`config.mk`:
```
export PLATFORM = sky130hd
export DESIGN_NAME = decode_stage
export DESIGN_NICKNAME = d
export VERILOG_FILES = /design/src/rtl/cpu_pkg.sv /design/src/rtl/reg_file.sv /design/src/rtl/decode_stage.sv
export SDC_FILE = /design/constraint.sdc
export NUM_CORES = 2
export LEC_CHECK = 0
export BUFFER_PORTS_ARGS = -buffer_cell sky130_fd_sc_hd__buf_2
export CAP_MARGIN = 20
export CELL_PAD_IN_SITES_DETAIL_PLACEMENT = 1
export CELL_PAD_IN_SITES_GLOBAL_PLACEMENT = 1
export CORE_MARGIN = 5
export CORE_UTILIZATION = 52
export DETAILED_ROUTE_END_ITERATION = 12
export PLACE_DENSITY_LB_ADDON = 0.15
export SLEW_MARGIN = 10
export SYNTH_ARGS = -nofsm -noshare
export SYNTH_HDL_FRONTEND = slang
export SYNTH_SLANG_ARGS = --single-unit
```
`constraint.sdc`:
```
create_clock -name clk -period 5.7 [get_ports clk]
set_clock_uncertainty 0.2 [all_clocks]
set_input_delay 0.285 -clock clk [delete_from_list [all_inputs] [get_ports clk]]
set_output_delay 0.285 -clock clk [all_outputs]
set_load 0.02 [all_outputs]
```
`src/rtl/cpu_pkg.sv`:
```
// Shared CPU constants: datapath widths, opcodes, instruction field positions
// and the ID/EX pipeline register layout.
package cpu_pkg;
    localparam int XLEN   = 32;
    localparam int REG_AW = 5;
    localparam int NREG   = 1 << REG_AW;

    localparam logic [6:0] OP_R = 7'b0110011;
    localparam logic [6:0] OP_I = 7'b0010011;

    localparam int OPC_LSB = 0;
    localparam int RD_LSB  = 7;
    localparam int F3_LSB  = 12;
    localparam int RS1_LSB = 15;
    localparam int RS2_LSB = 20;
    localparam int IMM_LSB = 20;
    localparam int F7_LSB  = 25;

    typedef struct packed {
        logic              valid;
        logic [XLEN-1:0]   pc;
        logic [XLEN-1:0]   rs1_data;
        logic [XLEN-1:0]   rs2_data;
        logic [XLEN-1:0]   imm;
        logic [REG_AW-1:0] rd;
        logic [2:0]        funct3;
        logic [6:0]        funct7;
        logic              rs2_imm_sel;
        logic              reg_w_en;
    } idex_t;

    function automatic logic [XLEN-1:0] sext_imm12(input logic [31:0] instr);
        return {{(XLEN-12){instr[31]}}, instr[IMM_LSB +: 12]};
    endfunction
endpackage

```
`src/rtl/reg_file.sv`:
```
// Register file: two read ports, one write port, x0 hardwired to zero,
// synchronous active-low clear and same-cycle write-through to the readers.
module reg_file
    import cpu_pkg::*;
(
    input  logic              clk,
    input  logic              rst_n,
    input  logic [REG_AW-1:0] raddr1,
    input  logic [REG_AW-1:0] raddr2,
    output logic [XLEN-1:0]   rdata1,
    output logic [XLEN-1:0]   rdata2,
    input  logic              we,
    input  logic [REG_AW-1:0] waddr,
    input  logic [XLEN-1:0]   wdata
);
    logic [XLEN-1:0] mem_q [NREG];
    logic [XLEN-1:0] mem_d [NREG];

    always_comb begin
        mem_d = mem_q;
        if (we) mem_d[waddr] = wdata;
        mem_d[0] = '0;
    end

    always_ff @(posedge clk) begin
        if (!rst_n) mem_q <= '{default: '0};
        else        mem_q <= mem_d;
    end

    always_comb begin
        rdata1 = mem_q[raddr1];
        rdata2 = mem_q[raddr2];
        if (we && waddr != '0 && waddr == raddr1) rdata1 = wdata;
        if (we && waddr != '0 && waddr == raddr2) rdata2 = wdata;
        if (raddr1 == '0) rdata1 = '0;
        if (raddr2 == '0) rdata2 = '0;
    end
endmodule

```
`src/rtl/decode_stage.sv`:
```
// Instruction decode: field extraction, register read with write-back bypass,
// busy-bit scoreboard hazard stall, and the ID/EX valid/ready pipeline register.
module decode_stage
    import cpu_pkg::*;
(
    input  logic              clk,
    input  logic              rst_n,
    input  logic              if_valid,
    input  logic [31:0]       if_instr,
    input  logic [XLEN-1:0]   if_pc,
    output logic              id_ready,
    output logic [6:0]        ctrl_opcode,
    input  logic              ctrl_rs2_imm_sel,
    input  logic              ctrl_reg_w_en,
    input  logic              wb_en,
    input  logic [REG_AW-1:0] wb_rd,
    input  logic [XLEN-1:0]   wb_data,
    input  logic              flush,
    input  logic              ex_ready,
    output logic              ex_valid,
    output logic [XLEN-1:0]   ex_pc,
    output logic [XLEN-1:0]   ex_rs1_data,
    output logic [XLEN-1:0]   ex_rs2_data,
    output logic [XLEN-1:0]   ex_imm,
    output logic [REG_AW-1:0] ex_rd,
    output logic [2:0]        ex_funct3,
    output logic [6:0]        ex_funct7,
    output logic              ex_rs2_imm_sel,
    output logic              ex_reg_w_en
);
    logic [REG_AW-1:0] rs1, rs2, rd;
    logic [XLEN-1:0]   rs1_data, rs2_data;
    logic [NREG-1:0]   busy_q, busy_d, wb_clr, eff_busy;
    logic              hazard, accept;
    idex_t             idex_q, idex_d;

    assign rs1         = if_instr[RS1_LSB +: REG_AW];
    assign rs2         = if_instr[RS2_LSB +: REG_AW];
    assign rd          = if_instr[RD_LSB +: REG_AW];
    assign ctrl_opcode = if_instr[OPC_LSB +: 7];

    reg_file u_reg_file (
        .clk    (clk),
        .rst_n  (rst_n),
        .raddr1 (rs1),
        .raddr2 (rs2),
        .rdata1 (rs1_data),
        .rdata2 (rs2_data),
        .we     (wb_en),
        .waddr  (wb_rd),
        .wdata  (wb_data)
    );

    // A register being written back this cycle no longer blocks its readers.
    always_comb begin
        wb_clr = '0;
        if (wb_en) wb_clr[wb_rd] = 1'b1;
        eff_busy = busy_q & ~wb_clr;
        hazard = ctrl_reg_w_en &&
                 (eff_busy[rs1] || eff_busy[rd] || (!ctrl_rs2_imm_sel && eff_busy[rs2]));
    end

    assign id_ready = rst_n && !flush && !hazard && (!idex_q.valid || ex_ready);
    assign accept   = if_valid && id_ready;

    always_comb begin
        busy_d = busy_q & ~wb_clr;
        if (flush && idex_q.valid && idex_q.reg_w_en)
            busy_d[idex_q.rd] = 1'b0;
        if (accept && ctrl_reg_w_en)
            busy_d[rd] = 1'b1;
        busy_d[0] = 1'b0;
    end

    always_comb begin
        idex_d = idex_q;
        if (flush) begin
            idex_d.valid = 1'b0;
        end else if (id_ready) begin
            idex_d.valid       = if_valid;
            idex_d.pc          = if_pc;
            idex_d.rs1_data    = rs1_data;
            idex_d.rs2_data    = rs2_data;
            idex_d.imm         = sext_imm12(if_instr);
            idex_d.rd          = rd;
            idex_d.funct3      = if_instr[F3_LSB +: 3];
            idex_d.funct7      = if_instr[F7_LSB +: 7];
            idex_d.rs2_imm_sel = ctrl_rs2_imm_sel;
            idex_d.reg_w_en    = ctrl_reg_w_en;
        end
    end

    always_ff @(posedge clk) begin
        if (!rst_n) begin
            busy_q <= '0;
            idex_q <= '0;
        end else begin
            busy_q <= busy_d;
            idex_q <= idex_d;
        end
    end

    assign ex_valid       = idex_q.valid;
    assign ex_pc          = idex_q.pc;
    assign ex_rs1_data    = idex_q.rs1_data;
    assign ex_rs2_data    = idex_q.rs2_data;
    assign ex_imm         = idex_q.imm;
    assign ex_rd          = idex_q.rd;
    assign ex_funct3      = idex_q.funct3;
    assign ex_funct7      = idex_q.funct7;
    assign ex_rs2_imm_sel = idex_q.rs2_imm_sel;
    assign ex_reg_w_en    = idex_q.reg_w_en;
endmodule

```
== Word-level counts from Yosys, hierarchy flattened ==
Cells that the tools add are included.
Widths: inputs -> output; s select.

* Output and inout bits: 154
* Memories kept: 0
* Bits in latches: 0
* Bits in writable memories: 0
* Bits in read-only memories: 0
* Input port bits: 109
* Register bits: 1150

* Add/sub/neg operators: 0
* Mux-type cells: 28
* Equality and inequality tests: 2
* $lt $le $gt $ge: 12
* Shift operators: 0
* Multiply operators: 0
* Bitwise operators: 10
* Reductions and logical operators: 28
* Div/mod/pow operators: 0

{| class="wikitable"
|+ Operators with widths
! operator !! count
|-
| $bwmux 1024 || 1
|-
| $mux 32 || 12
|-
| $bmux 32 s5 || 2
|-
| $demux 32 s5 || 1
|-
| $and 32x32->32 || 2
|-
| $not 32->32 || 2
|-
| $or 32x32->32 || 1
|-
| $lt 5x6->1 const B || 5
|-
| $ge 6x6->1 const B || 3
|-
| $not 5->6 || 3
|-
| $logic_and 1x1->1 || 16
|-
| $bmux 1 s5 || 3
|-
| $demux 1 s5 || 3
|-
| $ge 5x1->1 const B || 3
|-
| $eq 5x5->1 || 2
|-
| $logic_not 5->1 || 2
|-
| $lt 6x1->1 const B || 1
|-
| $mux 1 || 6
|-
| $reduce_bool 5->1 || 1
|-
| $logic_not 1->1 || 4
|-
| $logic_or 1x1->1 || 3
|-
| $not 1->1 || 2
|-
| $reduce_and 2->1 || 1
|-
| $reduce_or 2->1 || 1
|}

== Depth between registers and ports, before layout ==
* Depth in word-level cells: 18
* Depth in mapped cells: 14

== Hierarchy ==
From an unflattened synthesis, not the netlist that was laid out.

* Cells, all modules: 6969
* Area total of the unflattened synthesis: 61650.4 um^2

{| class="wikitable"
|+ Modules (own cells, without submodules)
! module !! area each (um^2) !! sequential area each (um^2) !! times used !! cells an instance
|-
| reg_file || 53771.6 || 19859.0 || 1 || 6014
|-
| decode_stage || 7878.8 || 3002.9 || 1 || 955
|}

== Least setup slack after synthesis ==
OpenSTA, ideal clock, no wires.

* Path kind: input port to flip-flop
* Start point: input if_instr[20]
* End point: register idex_q, in the netlist ex_rs2_data[21]
* Stages: 11
* Data required time: 5.381 ns
* Setup time: 0.119 ns
* Path buffers: 6
* Arrival time: 3.168 ns
* Path slack: 2.213 ns
* Cells stage by stage: buf_2 > buf_2 > clkbuf_1 > buf_2 > buf_1 > xor2_1 > nor4_1 > clkbuf_1 > nor2_1 > a21oi_1 > o2bb2ai_1

* Longest elaborated chain between the ends: 9
* Elaborated cells between the ends (all ways): 18

{| class="wikitable"
|+ RTL lines
! item !! line !! source
|-
| from (decl) || decode_stage.sv:9 || <nowiki>input logic [31:0] if_instr,</nowiki>
|-
| $bmux 1 s5 || decode_stage.sv:60 || <nowiki>(eff_busy[rs1] || eff_busy[rd] || (!ctrl_rs2_imm_sel && eff_busy[rs2]));</nowiki>
|-
| $mux 1 (implied by the code) || decode_stage.sv:60 ||
|-
| $logic_and 1x1->1 || decode_stage.sv:60 ||
|-
| $logic_or 1x1->1 || decode_stage.sv:60 ||
|-
| $logic_and 1x1->1 || decode_stage.sv:59 || <nowiki>hazard = ctrl_reg_w_en &&</nowiki>
|-
| $logic_not 1->1 || decode_stage.sv:63 || <nowiki>assign id_ready = rst_n && !flush && !hazard && (!idex_q.valid || ex_ready);</nowiki>
|-
| $logic_and 1x1->1 (2 in series) || decode_stage.sv:63 ||
|-
| $reduce_and 2->1 (no line) || -- ||
|-
| to (signal assigned) || decode_stage.sv:99 || <nowiki>idex_q <= idex_d;</nowiki>
|-
| to (decl) || decode_stage.sv:35 || <nowiki>idex_t idex_q, idex_d;</nowiki>
|}

Several ways; a longest one is shown, not always the timed one. The select of a mux whose other input is x is not followed.
A chain may end at the register's enable or synchronous reset.

== Worst setup path in the final report ==
* Start point: input if_instr[21]
* End point: output id_ready

* Longest elaborated chain between the ends: 8

{| class="wikitable"
|+ RTL lines
! item !! line !! source
|-
| $bmux 1 s5 || decode_stage.sv:60 ||
|-
| $mux 1 (implied by the code) || decode_stage.sv:60 ||
|-
| $logic_and 1x1->1 || decode_stage.sv:60 ||
|-
| $logic_or 1x1->1 || decode_stage.sv:60 ||
|-
| $logic_and 1x1->1 || decode_stage.sv:59 ||
|-
| $logic_not 1->1 || decode_stage.sv:63 ||
|-
| $logic_and 1x1->1 (2 in series) || decode_stage.sv:63 ||
|-
| to (decl) || decode_stage.sv:11 || <nowiki>output logic id_ready,</nowiki>
|}

No other way between the ends. The select of a mux whose other input is x is not followed.

==> impl_metrics.csv <==
group,metric,value,unit
final_layout,final_layout_size_suffix_gt1_share,18.5,%
final_layout,final_area,64400,um^2
final_layout,fin_cells,7992,
flow_run,cap_violations,0,
sta,fmax,0.208,GHz
sta,finalCritPeriodShare,84.3,%
synthesis,netlist_area,57600,um^2
outcome,status,"finished clean",
global_routing,grt_pass1_vias,56385,
global_routing,grt_antenna_before_repair,11,
clock_network,htree_levels,4,
floorplan,fp.dieArea,117000,um^2
synthesis,synthSimpleGateAreaFrac,16.4,%
global_routing,grt_max_degree,214,
power_and_ir_drop,power,0.0183,W
sta,setup_viol,0,
clock_network,cts-root-buf,"clkbuf_16",
route,drtIter0Drc,7885,
placed_design,portBuffers,248,
floorplan,die_w,343,um
power_and_ir_drop,switching_share,26.0,%
final_layout,areaGrowthSynthToFinish,11.9,%
clock_network,cts_tree,"done",
floorplan,io-pin-count,263,
synthesis,synth_top_cell_area_share,39.7,%
power_and_ir_drop,p_comb_share,8.9,%
setup_path,end_kind,"output port",
synthesis,yosysWarnings,0,
power_and_ir_drop,p_int,0.0135,W
sta,finalSetupTns,0,ns
synthesis,synthXorXnorAreaFrac,0.152,%
floorplan,placement_rows,122,
sta,slew_violations,0,
power_and_ir_drop,power.leakage,21.4,nW
power_and_ir_drop,seq_power_share,44.5,%
final_layout,fillers,12552,
synthesis,synth_nets,6657,
power_and_ir_drop,p_per_area,283,nW/um^2
global_routing,grt_pass1_wl,377,mm
sta,rsz0062_at_grt,"false",
route,firstDrtPassIters,6,
clock_network,cts.sinks,1142,
route,drc_errors,0,
clock_network,ctsLongestPathBuffers,3,
sta,hold_viol_final,0,
power_and_ir_drop,p_clk_share,46.5,%
placed_design,dpl_cell_area,59300,um^2
synthesis,syn_inst,6548,
synthesis,async_flop_share,0,%
setup_path,critPathKind,"in2out",
synthesis,yosysUniqueCellTypes,70,
synthesis,synth_top_flop_cell,"dfxtp_1",
route,via_count,55891,
power_and_ir_drop,peakVddDrop,0.296,mV
clock_network,numCtsBuffers,131,
clock_network,clkTransAtPathRegs,0.06,ns
synthesis,seq_area_frac_synth,39.7,%
global_routing,grt_overflow,0,
synthesis,synthMuxAreaShare,23.6,%
synthesis,syn_area_per_cell,8.79,um^2
clock_network,clk_latency,0.76,ns
floorplan,dieHeight,343,um
setup_path,required,5.22,ns
route,routed_wl,262,mm
sta,slew_headroom,17.9,%
sta,fin_crit,4.81,ns
placed_design,place_congestion,0.927,
floorplan,initial_utilization,52.2,%
synthesis,yosys-top-cells-area,"dfxtp_1 40%, mux4_2 20%, nand2_1 14%",
route,routedWlPerCell,32.8,um
global_routing,track_usage,43.4,%
synthesis,ys_seq_elements,1142,
route,via_per_inst,6.99,
synthesis,synth_top_area_cell,"dfxtp_1",
synthesis,synth_top_family_by_area,"multiplexers",
clock_network,cts_setup_buffers,0,
floorplan,core,110000,um^2
clock_network,hold_buffers,87,
placed_design,hpwl,140,mm
power_and_ir_drop,p_switching,0.00474,W
sta,worstMarginPinSlew,1.23,ns
setup_path,start_kind,"input pin",
placed_design,dp_cells,7672,
final_layout,final_util,58.4,%
synthesis,synth_adder_area_share,0,%
synthesis,synth_edf_count,0,
final_layout,finalNetCount,6516,
min_path,hold_path.class,"in2reg",
setup_path,worstPathArrival,4.32,ns
setup_path,cp_max_fo,58,
synthesis,synth_compound_area_share,14.9,%
route,antenna_left,0,
clock_network,cts_resized,0,
==> area by class of cell <==
| type | instances | area (um^2) | area share [%] |
|---|---|---|---|
| multi-input combinational | 4659 | 32000 | 49.7 |
| clock buffer | 194 | 3890 | 6.04 |
| inverter | 10 | 50.0 | 0.0777 |
| sequential | 1142 | 22900 | 35.5 |
| timing repair buffer | 463 | 3390 | 5.26 |
| tap | 1488 | 1860 | 2.89 |
| antenna | 7 | 17.5 | 0.0272 |
| clock inverter | 29 | 320 | 0.497 |
==> synthesized netlist by cell type (4+ instances only) <==
cell and count:
nor4_1 9, xnor2_1 6, and4b_1 4, nand4b_1 4, mux2_2 35, nand2b_1 5, nand3b_1 5, buf_6 4
a22oi_1 18, o32ai_1 23, o21ai_0 191, and3_1 6, clkbuf_2 28, buf_2 31, a21oi_1 1100, mux4_2 516
a221o_1 5, nand3_1 77, nor3b_1 4, nor2_1 118, o2111ai_1 27, a31oi_1 7, clkbuf_1 579, o221ai_1 20
xor2_1 4, nor3_1 6, o22ai_1 14, nand2_1 2115, a22o_1 50, o2bb2ai_1 32, o211ai_1 17, inv_1 8
a221oi_1 12, mux2i_1 159, nor2b_1 8, dfxtp_1 1142, buf_4 34, buf_1 61, or2_2 5, nand4_1 9
==> registers in the layout, summed over array words and instances, names as in the netlist <==
name / count
ex_rd: 5
ex_funct3: 3
ex_pc: 32
ex_rs2_imm_sel: 1
ex_rs2_data: 32
ex_valid: 1
ex_imm: 12
busy_q: 31
ex_reg_w_en: 1
u_reg_file.mem_q: 992
ex_rs1_data: 32
==> layer usage <==
layer	global-route usage, %	share of wire, %	vias to the layer above
li1	-	-	22669
met1	53.4	36	28199
met2	67.1	45	3828
met3	10.4	11	1189
met4	30.9	8.2	6
met5	0	0.017	-
==> critical path, cell delays in order <==
cell           delay, ns
dlygate4sd3_1       0.56
buf_8               0.48
nor2b_4             0.27
buf_4               0.68
o211ai_1            0.19
nand4_1             0.17
o31ai_1             0.09
nor4_1              0.33
or3_1               0.25
o21a_1              0.20
buf_4               0.45
nor2_1              0.07
buf_2               0.18
==> worst paths after layout <==
path	cells past startpoint	slack, ns	start	end
worst min register to register	1	0.26	ex_rs2_data[25]	ex_rs2_data[25]
worst max-delay path	13	0.89	if_instr[21]	id_ready
worst max register to register	10	1.90	busy_q[27]	ex_valid
worst min-delay path	5	0.06	if_instr[24]	ex_rs2_data[23]
==> cell usage in the layout (no fill, tap or decap), types with 86 or more instances in the layout <==
| cell | Yosys | layout |
|---|---|---|
| dlygate4sd3_1 | 0 | 87 |
| mux2i_1 | 159 | 159 |
| nor2_1 | 118 | 86 |
| mux4_2 | 516 | 516 |
| buf_4 | 34 | 109 |
| nand2_1 | 2115 | 2084 |
| dfxtp_1 | 1142 | 1142 |
| clkbuf_16 | 0 | 136 |
| o21ai_0 | 191 | 191 |
| a21oi_1 | 1100 | 1098 |
| buf_2 | 31 | 241 |
==> kinds of logic after synthesis <==
group,after synthesis
buffers and inverters,747
XOR/XNOR,10
flip-flops,1142
AO/OA/AOI/OAI,1541
multiplexers,710
AND/OR/NAND/NOR,2398
==> through the flow <==
step	hold slack, ns	setup WS, ns
4_1_cts	0.0317	1.00
5_1_grt	0.0858	0.812
3_3_place_gp	0.242	1.41
2_1_floorplan	0.225	2.21
6_report	0.0636	0.895
3_5_place_dp	0.247	1.30
==> power by group through the flow <==
stage / clock [W] / combinational [W] / sequential, W
after global placement: 0 / 0.00150 / 0.00829
after floorplan: 0 / 0.000967 / 0.00831
after global routing: 0.00884 / 0.00167 / 0.00813
after detailed placement: 0 / 0.00152 / 0.00830
final: 0.00849 / 0.00163 / 0.00813
after CTS: 0.00851 / 0.00158 / 0.00812
Note: power is estimated with default switching activity, not from simulation.
